`src/rtl/instr_fetch_sequencer_if.sv`:
```
// Handshake and data signals between the fetch sequencer and its
// neighbours: request side, program-memory side and serial output.
interface instr_fetch_sequencer_if;
    logic        fetch_req;
    logic [15:0] pc;
    logic [7:0]  addr_out;
    logic        addr_valid;
    logic        addr_ready;
    logic [7:0]  mem_byte;
    logic        mem_valid;
    logic [7:0]  serial_out;
    logic        data_ready;
    logic        busy;
    logic        fetch_done;
    logic        timeout_err;

    modport master (
        output fetch_req,
        output pc,
        output addr_ready,
        output mem_byte,
        output mem_valid,
        input  addr_out,
        input  addr_valid,
        input  serial_out,
        input  data_ready,
        input  busy,
        input  fetch_done,
        input  timeout_err
    );

    modport slave (
        input  fetch_req,
        input  pc,
        input  addr_ready,
        input  mem_byte,
        input  mem_valid,
        output addr_out,
        output addr_valid,
        output serial_out,
        output data_ready,
        output busy,
        output fetch_done,
        output timeout_err
    );
endinterface

```
`src/rtl/instr_fetch_sequencer.sv`:
```
// Byte-serial instruction fetch: sends the PC as two address bytes, then
// forwards the 2- or 4-byte instruction one byte per data_ready strobe.
module instr_fetch_sequencer #(
    parameter logic [2:0]  OPC_I   = 3'd1,
    parameter logic [2:0]  OPC_M   = 3'd4,
    parameter int unsigned TIMEOUT = 255
) (
    input logic clk,
    input logic rst,
    instr_fetch_sequencer_if.slave bus
);

    typedef enum logic [1:0] {
        IDLE,
        ADDR_LO,
        ADDR_HI,
        RECV
    } state_t;

    localparam logic [15:0] WD_LAST = 16'(TIMEOUT - 1);

    state_t      state_q;
    logic [15:0] pc_q;
    logic [15:0] wd_q;
    logic [1:0]  cnt_q;
    logic        len4_q;
    logic [7:0]  addr_out_q;
    logic        addr_valid_q;
    logic [7:0]  serial_q;
    logic        data_ready_q;
    logic        busy_q;
    logic        done_q;
    logic        err_q;

    logic        hs_d;
    logic        long_d;
    logic        last_d;
    logic        expire_d;
    logic [15:0] wd_d;

    // Byte 0 is never the last one, so a stale len4_q is harmless there.
    always_comb begin
        hs_d     = addr_valid_q & bus.addr_ready;
        long_d   = (bus.mem_byte[2:0] == OPC_I) ||
                   (bus.mem_byte[2:0] == OPC_M);
        last_d   = len4_q ? (cnt_q == 2'd3) : (cnt_q == 2'd1);
        expire_d = (wd_q == WD_LAST);
        wd_d     = wd_q + 16'd1;
    end

    always_ff @(posedge clk or negedge rst) begin
        if (!rst) begin
            state_q      <= IDLE;
            pc_q         <= '0;
            wd_q         <= '0;
            cnt_q        <= '0;
            len4_q       <= 1'b0;
            addr_out_q   <= '0;
            addr_valid_q <= 1'b0;
            serial_q     <= '0;
            data_ready_q <= 1'b0;
            busy_q       <= 1'b0;
            done_q       <= 1'b0;
            err_q        <= 1'b0;
        end else begin
            data_ready_q <= 1'b0;
            done_q       <= 1'b0;
            unique case (state_q)
                IDLE: begin
                    if (bus.fetch_req) begin
                        state_q      <= ADDR_LO;
                        pc_q         <= bus.pc;
                        err_q        <= 1'b0;
                        addr_out_q   <= bus.pc[7:0];
                        addr_valid_q <= 1'b1;
                        busy_q       <= 1'b1;
                        wd_q         <= '0;
                    end
                end
                ADDR_LO: begin
                    if (hs_d) begin
                        state_q    <= ADDR_HI;
                        addr_out_q <= pc_q[15:8];
                        wd_q       <= '0;
                    end else if (expire_d) begin
                        state_q      <= IDLE;
                        addr_out_q   <= '0;
                        addr_valid_q <= 1'b0;
                        busy_q       <= 1'b0;
                        err_q        <= 1'b1;
                        wd_q         <= '0;
                    end else begin
                        wd_q <= wd_d;
                    end
                end
                ADDR_HI: begin
                    if (hs_d) begin
                        state_q      <= RECV;
                        addr_out_q   <= '0;
                        addr_valid_q <= 1'b0;
                        cnt_q        <= '0;
                        len4_q       <= 1'b0;
                        wd_q         <= '0;
                    end else if (expire_d) begin
                        state_q      <= IDLE;
                        addr_out_q   <= '0;
                        addr_valid_q <= 1'b0;
                        busy_q       <= 1'b0;
                        err_q        <= 1'b1;
                        wd_q         <= '0;
                    end else begin
                        wd_q <= wd_d;
                    end
                end
                RECV: begin
                    if (bus.mem_valid) begin
                        serial_q     <= bus.mem_byte;
                        data_ready_q <= 1'b1;
                        cnt_q        <= cnt_q + 2'd1;
                        wd_q         <= '0;
                        if (cnt_q == 2'd0) begin
                            len4_q <= long_d;
                        end
                        if (last_d) begin
                            state_q <= IDLE;
                            done_q  <= 1'b1;
                            busy_q  <= 1'b0;
                        end
                    end else if (expire_d) begin
                        state_q <= IDLE;
                        busy_q  <= 1'b0;
                        err_q   <= 1'b1;
                        wd_q    <= '0;
                    end else begin
                        wd_q <= wd_d;
                    end
                end
                default: begin
                    state_q <= IDLE;
                end
            endcase
        end
    end

    assign bus.addr_out    = addr_out_q;
    assign bus.addr_valid  = addr_valid_q;
    assign bus.serial_out  = serial_q;
    assign bus.data_ready  = data_ready_q;
    assign bus.busy        = busy_q;
    assign bus.fetch_done  = done_q;
    assign bus.timeout_err = err_q;

endmodule
```
`src/flat_wrapper.sv`:
```
// flat-port wrapper written by rule: the top's interface ports become plain ports
module instr_fetch_sequencer_flat 
#(
    parameter logic [2:0]  OPC_I   = 3'd1,
    parameter logic [2:0]  OPC_M   = 3'd4,
    parameter int unsigned TIMEOUT = 255
)
  (clk, rst, bus_fetch_req, bus_pc, bus_addr_ready, bus_mem_byte, bus_mem_valid, bus_addr_out, bus_addr_valid, bus_serial_out, bus_data_ready, bus_busy, bus_fetch_done, bus_timeout_err);
  instr_fetch_sequencer_if bus_i ();
  input logic clk;
  input logic rst;
  input wire logic [$bits(bus_i.fetch_req)-1:0] bus_fetch_req;
  input wire logic [$bits(bus_i.pc)-1:0] bus_pc;
  input wire logic [$bits(bus_i.addr_ready)-1:0] bus_addr_ready;
  input wire logic [$bits(bus_i.mem_byte)-1:0] bus_mem_byte;
  input wire logic [$bits(bus_i.mem_valid)-1:0] bus_mem_valid;
  output wire logic [$bits(bus_i.addr_out)-1:0] bus_addr_out;
  output wire logic [$bits(bus_i.addr_valid)-1:0] bus_addr_valid;
  output wire logic [$bits(bus_i.serial_out)-1:0] bus_serial_out;
  output wire logic [$bits(bus_i.data_ready)-1:0] bus_data_ready;
  output wire logic [$bits(bus_i.busy)-1:0] bus_busy;
  output wire logic [$bits(bus_i.fetch_done)-1:0] bus_fetch_done;
  output wire logic [$bits(bus_i.timeout_err)-1:0] bus_timeout_err;
  assign bus_i.fetch_req = bus_fetch_req;
  assign bus_i.pc = bus_pc;
  assign bus_i.addr_ready = bus_addr_ready;
  assign bus_i.mem_byte = bus_mem_byte;
  assign bus_i.mem_valid = bus_mem_valid;
  assign bus_addr_out = bus_i.addr_out;
  assign bus_addr_valid = bus_i.addr_valid;
  assign bus_serial_out = bus_i.serial_out;
  assign bus_data_ready = bus_i.data_ready;
  assign bus_busy = bus_i.busy;
  assign bus_fetch_done = bus_i.fetch_done;
  assign bus_timeout_err = bus_i.timeout_err;
  instr_fetch_sequencer #(.OPC_I(OPC_I), .OPC_M(OPC_M), .TIMEOUT(TIMEOUT)) u_core (.clk(clk), .rst(rst), .bus(bus_i));
endmodule
```
`config.mk`:
```
export PLATFORM = sky130hd
export DESIGN_NAME = instr_fetch_sequencer_flat
export DESIGN_NICKNAME = d
export VERILOG_FILES = /design/src/rtl/instr_fetch_sequencer_if.sv /design/src/rtl/instr_fetch_sequencer.sv /design/src/flat_wrapper.sv
export SDC_FILE = /design/constraint.sdc
export NUM_CORES = 1
export LEC_CHECK = 0
export CORE_MARGIN = 2
export CORE_UTILIZATION = 35
export DETAILED_ROUTE_END_ITERATION = 8
export SYNTH_ARGS = -nofsm -noshare
export SYNTH_HDL_FRONTEND = slang
export SYNTH_SLANG_ARGS = --single-unit
export TNS_END_PERCENT = 100
```
`constraint.sdc`:
```
create_clock -name clk -period 2.2 [get_ports clk]
set_input_delay 0.44 -clock clk [delete_from_list [all_inputs] [get_ports clk]]
set_output_delay 0.44 -clock clk [all_outputs]
set_load 0.1 [all_outputs]
```
; Yosys cells after proc, flatten, opt, wreduce, memory -nomap -nowiden
; Cells that the tools add are included.
[totals]
ff_bits = 58
in_bits = 29
output_inout_bits = 21
word_cells = 91
[op_classes]
addsub = 2
n_eq_ne = 16
muxes = 45
bitwise = 1
n_reduce_logical = 15
[op_table]
columns = operator, count
row1 = 16-bit 2-to-1 mux, 4
row2 = 16-bit case mux with 3 select lines, 1
row3 = 8-bit 2-to-1 mux, 4
row4 = 8-bit case mux with 3 select lines, 1
row5 = 1-bit 2-to-1 mux, 21
row6 = "16-bit by 1-bit adder with 16-bit output, second input constant", 1
row7 = "16-bit by 8-bit == test with 1-bit output, second input constant", 1
row8 = 2-bit 2-to-1 mux, 8
row9 = 3-bit AND reduction, 4
row10 = "2-bit != test, second input constant", 5
row11 = 1-bit case mux with 3 select lines, 3
row12 = 2-bit case mux with 4 select lines, 1
row13 = 2-bit AND reduction, 4
row14 = "2-bit == test, second input constant", 3
row15 = "2-bit by 1-bit == test with 1-bit output, second input constant", 2
row16 = 2-bit logical NOT, 2
row17 = "2-bit by 1-bit != test with 1-bit output, second input constant", 2
row18 = 2-bit case mux with 2 select lines, 1
row19 = 4-bit AND reduction, 1
row20 = "3-bit by 1-bit == test with 1-bit output, second input constant", 1
row21 = "3-bit == test, second input constant", 1
row22 = "3-bit by 2-bit != test with 1-bit output, second input constant", 1
row23 = 3-bit nonzero test, 1
row24 = "2-bit by 1-bit adder with 2-bit output, second input constant", 1
row25 = other kinds (5), 5

; Longest topological paths before layout
; Gate-level depths: netlist (run 1).
[depth]
depth_word = 5
mapped_depth = 9
ltp_nobuf = 6

; Worst setup path after synthesis (run 1)
; Ideal clock, no wire load.
[synth_timing]
path_kind = register to register
from = register u_core.addr_valid_q, in the netlist u_core.bus.addr_valid
to = register u_core.addr_valid_q, in the netlist u_core.bus.addr_valid
setup_time_ns = 0.135
t_arrival_ns = 2.006
setup_slack_ns = 0.058
stages_incl_launch_ff = 5
n_path_buf = 0
path_cell_list = dfrtp_1 a21boi_0 or2_2 a221oi_1 o22ai_1
[synth_via]
elab_chain_len = 3
elab_cells_between_ends = 7
cone_classes = 1 x eq/ne / 4 x mux / 1 x bitwise / 1 x reduce/logical
[synth_lines]
columns = item, line
row1 = "start, declared", instr_fetch_sequencer.sv:28  ; logic addr_valid_q;
row2 = "start signal, assigned", instr_fetch_sequencer.sv:59  ; addr_valid_q <= 1'b0;
row3 = "start signal, assigned", instr_fetch_sequencer.sv:75  ; addr_valid_q <= 1'b1;
row4 = "start signal, assigned", instr_fetch_sequencer.sv:88  ; addr_valid_q <= 1'b0;
row5 = 1-bit 2-to-1 mux or 1-bit bitwise AND (tied branches), -
row6 = "1-bit 2-to-1 mux, or another cell as far along", instr_fetch_sequencer.sv:97  ; if (hs_d) begin
row7 = 1-bit case mux with 3 select lines or 3-bit AND reduction (tied branches), -
; Several ways; a longest one is shown, not always the timed one. The select of a mux whose other input is x is not followed.
; A chain may end at the register's enable or synchronous reset.

; Worst setup path in the final report (run 1)
[layout_timing]
from = register u_core.state_q[1]
to = register u_core.wd_q[11]
[layout_via]
elab_chain_len = 3
elab_cells_between_ends = 7
cone_classes = 4 x eq/ne / 1 x mux / 2 x reduce/logical
[layout_lines]
columns = item, line
row1 = "start, declared", instr_fetch_sequencer.sv:22  ; state_t state_q;
row2 = "start signal, assigned", instr_fetch_sequencer.sv:53  ; state_q <= IDLE;
row3 = "start signal, assigned", instr_fetch_sequencer.sv:71  ; state_q <= ADDR_LO;
row4 = "start signal, assigned", instr_fetch_sequencer.sv:82  ; state_q <= ADDR_HI;
row5 = 2-bit by 1-bit == test with 1-bit output or 2-bit == test (tied branches), instr_fetch_sequencer.sv:68  ; unique case (state_q)
row6 = 2-bit OR reduction (no source line), -
row7 = 16-bit case mux with 3 select lines, instr_fetch_sequencer.sv:68
row8 = "end signal, assigned", instr_fetch_sequencer.sv:93  ; wd_q <= wd_d;
row9 = "end signal, assigned", instr_fetch_sequencer.sv:112  ; wd_q <= wd_d;
row10 = "end signal, assigned", instr_fetch_sequencer.sv:135  ; wd_q <= wd_d;
row11 = "end, declared", instr_fetch_sequencer.sv:24  ; logic [15:0] wd_q;
; Several ways; a longest one is shown, not always the timed one.

==> impl_results.md, run 1 <==
* Status: finished, final reports clean
* Synth Area in Compound Gates at about 16%
* Die Ht at approximately 90 µm
* #FFs+latches synth at 50
* Reg-to-reg critical path endpoint: u_core.wd_q[11]$_DFFE_PN0P_
* Multi-input logic area at 0.00119 mm²
* Met2 Use GR at approximately 24%
* Area share of fa/ha/maj cells after synthesis at under 10%
* Async set-reset flop share out of synthesis at 100%
* Routed via count at around 2100
* Final wirelength at 5780 µm
* RSZ-0062 raised after global routing: no
* Syn Nets at 288
* Fin. max-slew vios at 0
* Most frequent cells in the layout: 50 x dfrtp_1, 37 x buf_4, 27 x clkdlybuf4s50_1
* Tmin final at 1950 ps
* WL per Instance at 13.9 µm
* Total CTS buffers at 5
* Filler Cells Inserted at 697
* Global route total overflow at 0
* Main synth FF type: dfrtp_1
* Cells after Synth at 252
* Startpoint Class: register
* FF+latch area at 0.00125 mm²
* Worst-Skew Late Latency at 310 ps
* Synth cell types at 46
* Met3 usage at 2.93%
* Cell internal pwr at 0.00241 W
* Core area at 0.00718 mm²
* Critical path cell sequence: inv_1 > ha_1 > nor2b_4 > or3_4 > buf_4 > or3_1 > a21oi_1
* Max incr delay on CP at 420 ps
* Largest family of logic cells by synthesized area: simple AND/OR/NAND/NOR gates
* Worst-path maximum fanout at 4
* CP endpoint kind: register
* Critical path startpoint: u_core.state_q[1]$_DFFE_PN0P_
* Max-slew headroom at 62.1%
* Worst Path Arrival at 2180 ps
* H-tree depth at 2
* GRT Overall Usage at between 10% and 20%
* Worst setup margin at 252 ps
* Critical-path top delay cell: dfrtp_1
* Sequential fraction of the synthesis area at 48.8%
* Post-Place Worst Slack at 40.9 ps
* WS Path Type: register to register
* Post-synth EDFFs at 0
* Final Skew at approximately 4.4 ps
* Drt via density at ~5
* Xor and xnor area share after synthesis at 1.71%
* Synth Area per Inst at 10.2 µm²
* Final hold violation count at 0
* Die Area at 0.00803 mm²
* Post-synthesis mux area share at 7.80%
* Buffers on Ports at just under 50
* NetSw at 0.00244 W
* Post-Synth Simple-Gate Area at 16.9%
* ANT cells at 0
* HPWL Detailed at ~4300 µm
* Leakage at 1.43 nW
* Min-Delay Path Class: primary input to asynchronous set/reset pin
* Worst r2r path cells at 7
* Placed cells at 408
* Gate power share at 57.2%
* Setup tns final at 0 ps
* P&R area growth vs syn at 29.7%
* Critical Path Sink: u_core.wd_q[11]$_DFFE_PN0P_
* Syn. warnings at 0
* Final #Nets at 352
* Worst path required time at 2430 ps
* Ports at 50
* Endpoints failing setup at 0
* Vias in the first global route at 2044
* Reg power frac at between 20 and 30%
* # hold bufs at CTS at 0
* Pre-antenna DRT Iters at 7
* DR DRC count at 0
* Fmax at 0.513 GHz
* Clock-pin slew on the worst setup and hold paths at 90 ps
* Mapped Area at 0.00256 mm²
* Initial Utilization at a little over a third
* Measured slew at the worst slew-check pin at roughly 570 ps
* Commonest non-fill, non-tap cell in the layout: dfrtp_1
* Final Cycle Share at 88.5%
* Met1 Resource Use GR at roughly 22%
* Die width at 89.6 µm
* Net switching fraction of the power at 50.3%
* Layout Cells excl Fill at 416
* Max-cap violation count at 0
* Register-to-register setup slack at 250 ps
* Detail Route Antenna Nets at 0
* Largest net degree at the start of global routing at 28
* DR iter-0 viols at 109
* PwrDens at 1460 mW/mm²
* TritonCTS clock tree: yes
* Row Count at 31
* Layout cells sized above 1 at 22.7%
* Gpl congestion at 0.779
* Clock network power share at 13.6%
* VDD IR max at 757 µV
* CTS sink count at 50
* Max Root-Sink Buffers at 2
* Global-route wire length before repair at about 9900 µm
* Clock Root Buffer: clkbuf_8
* Layer with the highest usage: met2
* Reg-to-Reg Start: u_core.state_q[1]$_DFFE_PN0P_
* Initial antenna violation count at 0
## layout make-up
class / instances / share of cell area, %
clock buffer: 6 / 2.18
clock inverter: 2 / 1.13
inverter: 21 / 2.37
multi-input combinational: 172 / 35.8
sequential: 50 / 37.6
tap: 99 / 3.72
timing repair buffer: 66 / 17.2
## critical path: cells and delay by family, from the launching register on
family                   cells  cell delay [ps]
AO/OA/AOI/OAI                1              170
adder cells (fa/ha/maj)      1              210
buffers and inverters        2              260
flip-flops                   1              420
AND/OR/NAND/NOR              3              820
## worst min path at each step
stage,to,slack (ps)
finish,u_core.cnt_q[1]$_DFFE_PN0P_,110
global route,u_core.cnt_q[1]$_DFFE_PN0P_,170
CTS,u_core.bus.fetch_done$_DFF_PN0_,130
detailed placement,u_core.bus.fetch_done$_DFF_PN0_,470
global placement,u_core.cnt_q[1]$_DFFE_PN0P_,480
floorplan,u_core.bus.addr_out[0]$_DFFE_PN0P_,140
## through the flow
stage | instance area [µm²] | hold WS [ps] | util [%] | total power, W
2_1_floorplan | 2560 | 144 | - | 0.00352
3_3_place_gp | 3210 | 475 | 44.8 | 0.00419
3_5_place_dp | 3210 | 468 | 44.8 | 0.00421
4_1_cts | 3320 | 128 | 46.3 | 0.00488
5_1_grt | 3330 | 166 | 46.4 | 0.00514
6_report | 3330 | 114 | 46.4 | 0.00484
## power by group through the flow
stage,clock (W),combinational [W],sequential (W)
floorplan,0,0.000994,0.00253
global placement,0,0.00276,0.00143
detailed placement,0,0.00278,0.00143
CTS,0.000686,0.00278,0.00142
global route,0.000724,0.00296,0.00146
finish,0.000658,0.00277,0.00142
## timing repair
item,in CTS,in global routing
setup buffers,0,0
setup endpoints to repair,0,1
gates resized for setup,0,1
## state kept, by name, indices dropped and copies added, names as in the netlist
| signal | flops |
|---|---|
| u_core.wd_q | 16 |
| u_core.bus.addr_out | 8 |
| u_core.bus.serial_out | 8 |
| u_core.pc_q | 8 |
| u_core.cnt_q | 2 |
| u_core.state_q | 2 |
| u_core.bus.addr_valid | 1 |
| u_core.bus.busy | 1 |
| u_core.bus.data_ready | 1 |
| u_core.bus.fetch_done | 1 |
| u_core.bus.timeout_err | 1 |
| u_core.len4_q | 1 |
## Yosys cell counts, types with 3 or more instances
| cell type | instances | area share [%] |
|---|---|---|
| xnor2_1 | 4 | 1.4 |
| nor3_1 | 4 | 0.78 |
| nand2_1 | 17 | 2.5 |
| mux2_2 | 16 | 7.0 |
| and3_1 | 4 | 0.98 |
| nand2b_1 | 4 | 0.98 |
| nor2b_1 | 9 | 2.2 |
| inv_1 | 20 | 2.9 |
| clkbuf_1 | 7 | 1.0 |
| a21oi_1 | 19 | 3.7 |
| nor2_1 | 8 | 1.2 |
| dfrtp_1 | 50 | 49 |
| a31oi_1 | 7 | 1.7 |
| o22ai_1 | 12 | 2.9 |
| a221o_1 | 3 | 1.2 |
| nand3_1 | 7 | 1.4 |
| or3_1 | 3 | 0.73 |
| nor4_1 | 5 | 1.2 |
| nand4_1 | 4 | 0.98 |
| ha_1 | 7 | 3.4 |
| o21ai_0 | 8 | 1.6 |
## layer usage
metal	wire, µm	part of all wire [%]	vias to the layer above
li1	-	-	1038
met1	2870	50	1002
met2	2630	45	40
met3	185	3.2	7
met4	97	1.7	0
met5	0	0	-
## cell families (layout without fill, tap and decap cells)
logic type               count (synthesis)  count (layout)
AO/OA/AOI/OAI                           65              65
AND/OR/NAND/NOR                         77              77
XOR/XNOR                                 5               5
adder cells (fa/ha/maj)                  7               7
buffers and inverters                   30              95
multiplexers                            18              18
flip-flops                              50              50
Note: power is estimated with default switching activity, not from simulation.
==> run 2: changes to the inputs <==
--- a/config.mk
+++ b/config.mk
@@ -6,7 +6,7 @@
 export NUM_CORES = 1
 export LEC_CHECK = 0
 export CORE_MARGIN = 2
-export CORE_UTILIZATION = 35
+export CORE_UTILIZATION = 30
 export DETAILED_ROUTE_END_ITERATION = 8
 export SYNTH_ARGS = -nofsm -noshare
 export SYNTH_HDL_FRONTEND = slang
==> impl_results.md, run 2 (same netlist as run 1, synthesis figures left out) <==
* Routed via count at 2128 (+2.0%)
* Final hold violation count at 0 (unchanged)
* VDD IR max at 968 µV (+28%)
* Min-Delay Path Class: primary input to asynchronous set/reset pin
* Layout Cells excl Fill at 424 (+1.9%)
* Fmax at 0.499 GHz (-2.8%)
* Tmin final at 2000 ps (+56.5 ps)
* Endpoints failing setup at 0 (unchanged)
* Max reg flops at 16 (unchanged)
* ANT cells at 0 (unchanged)
* Reg-to-Reg Start: u_core.state_q[1]$_DFFE_PN0P_
* Largest net degree at the start of global routing at 24 (-14%)
* Max-slew headroom at 62.4% (+0.27 points)
* Max Root-Sink Buffers at 2 (unchanged)
* Final wirelength at 5970 µm (+3.2%)
* Filler Cells Inserted at 816 (+17%)
* Global-route wire length before repair at 10100 µm (+2.1%)
* Commonest non-fill, non-tap cell in the layout: dfrtp_1
* TritonCTS clock tree: yes
* Drt via density at 5.02 (about the same)
* Reg-to-reg critical path endpoint: u_core.wd_q[13]$_DFFE_PN0P_
* WL per Instance at 14.1 µm (+1.3%)
* Startpoint Class: register
* Leakage at 1.45 nW (+1.1%)
* Largest Register: u_core.wd_q
* Final #Nets at 354 (+0.57%)
* Worst r2r path cells at 6 (-1)
* Initial antenna violation count at 0 (unchanged)
* Worst-Skew Late Latency at 310 ps (about the same)
* Buffers on Ports at 49 (unchanged)
* Critical path startpoint: u_core.state_q[1]$_DFFE_PN0P_
* Row Count at 33 (+6.5%)
* GRT Overall Usage at 13.9% (-1.9 points)
* Most frequent cells in the layout: 50 x dfrtp_1, 39 x buf_4, 27 x clkdlybuf4s50_1
* Post-layout instance area at 0.00335 mm² (+0.56%)
* HPWL Detailed at 4390 µm (+2.7%)
* Clock-pin slew on the worst setup and hold paths at 100 ps (about the same)
* CTS sink count at 50 (unchanged)
* P&R area growth vs syn at 30.4%
* Ports at 50 (unchanged)
* Pre-antenna DRT Iters at 4 (-3)
* Clock Root Buffer: clkbuf_8
* Setup tns final at 0 ps (unchanged)
* Placed cells at 416 (+2.0%)
* PwrDens at 1470 mW/mm² (+0.93%)
* # Post-CTS Setup Buffers at 0 (unchanged)
* DR iter-0 viols at 135 (+24%)
* WS Path Type: register to register
* Worst path required time at 2440 ps (about the same)
* Final Cycle Share at 91.1% (+2.6 points)
* Tot Pwr at 0.00492 W (+1.5%)
* Post_cts resized at 0 (unchanged)
* Die width at 96.5 µm (+7.7%)
* Status: finished, final reports clean
* # hold bufs at CTS at 0 (unchanged)
* Die Ht at 96.5 µm (+7.7%)
* Final Skew at 4.65 ps (+0.277 ps)
* Util after Layout at 40.5% (-5.8 points)
* Initial Utilization at 31.1% (-4.7 points)
* Layout cells sized above 1 at 22.9% (+0.17 points)
* DR DRC count at 0 (unchanged)
* Critical Path Sink: u_core.wd_q[13]$_DFFE_PN0P_
* Core area at 0.00826 mm² (+15%)
* CP endpoint kind: register
* Worst Path Arrival at 2240 ps (+60 ps)
* Global route total overflow at 0 (unchanged)
* Fin. max-slew vios at 0 (unchanged)
* Max-cap violation count at 0 (unchanged)
* Total CTS buffers at 5 (unchanged)
* RSZ-0062 raised after global routing: no
* Detail Route Antenna Nets at 0 (unchanged)
* Worst-path maximum fanout at 6 (+2)
* Vias in the first global route at 2115 (+3.5%)
* Gpl congestion at 0.801 (+2.8%)
* Register-to-register setup slack at 200 ps (-60 ps)
* Die Area at 0.00931 mm² (+16%)
* Post-DP Area at 0.00324 mm² (+0.70%)
* Measured slew at the worst slew-check pin at 564 ps (-4.04 ps)
* H-tree depth at 2 (unchanged)
==> run 2: cell count changes in the layout (fill, tap and decap cells not counted) <==
cell     before  now
a21oi_2       2    1
buf_4        37   39
a21oi_1      18   19
==> run 2: layer usage <==
metal | global-route usage [%] | wire, µm | part of all wire [%] | vias to the layer above
li1 | - | - | - | 1036
met1 | 18.7 | 2760 | 46 | 1016
met2 | 22.3 | 2750 | 46 | 67
met3 | 3.57 | 368 | 6.2 | 9
met4 | 4.11 | 86 | 1.4 | 0
met5 | 0 | 0 | 0 | -
==> run 2: worst max-delay path: stages, from the launching register on <==
cell	delay, ps
dfrtp_1	410
inv_1	100
ha_1	230
nor2b_4	140
or3_4	400
or4_1	480
a21oi_1	170
==> run 2: final cells by class <==
| cell class | count | area (µm²) | share of cell area, % |
|---|---|---|---|
| Multi-Input combinational cell | 172 | 1190 | 35.5 |
| Sequential cell | 50 | 1250 | 37.4 |
| Clock buffer | 6 | 72.6 | 2.17 |
| Timing Repair Buffer | 68 | 588 | 17.6 |
| Inverter | 21 | 78.8 | 2.36 |
| Tap cell | 105 | 131 | 3.93 |
| Clock inverter | 2 | 37.5 | 1.12 |
==> run 2: stage by stage <==
stage | setup WS, ps | hold WS, ps
2_1_floorplan | 58.5 | 144
3_3_place_gp | 73.0 | 463
3_5_place_dp | 25.5 | 468
4_1_cts | 199 | 133
5_1_grt | 55.9 | 144
6_report | 195 | 111
==> run 2: worst min path at each step <==
stage,startpoint,to,slack [ps],cells past startpoint
global route,rst,u_core.bus.serial_out[2]$_DFFE_PN0P_,140,1
CTS,rst,u_core.bus.serial_out[0]$_DFFE_PN0P_,130,1
floorplan,rst,u_core.bus.addr_out[0]$_DFFE_PN0P_,140,0
detailed placement,rst,u_core.cnt_q[1]$_DFFE_PN0P_,470,1
global placement,rst,u_core.cnt_q[1]$_DFFE_PN0P_,460,1
finish,rst,u_core.cnt_q[0]$_DFFE_PN0P_,110,1
==> run 2: power by group <==
group	switching, W	internal (W)
Combinational	0.00194	0.000898
Sequential	0.000193	0.00121
Clock	0.000334	0.000340
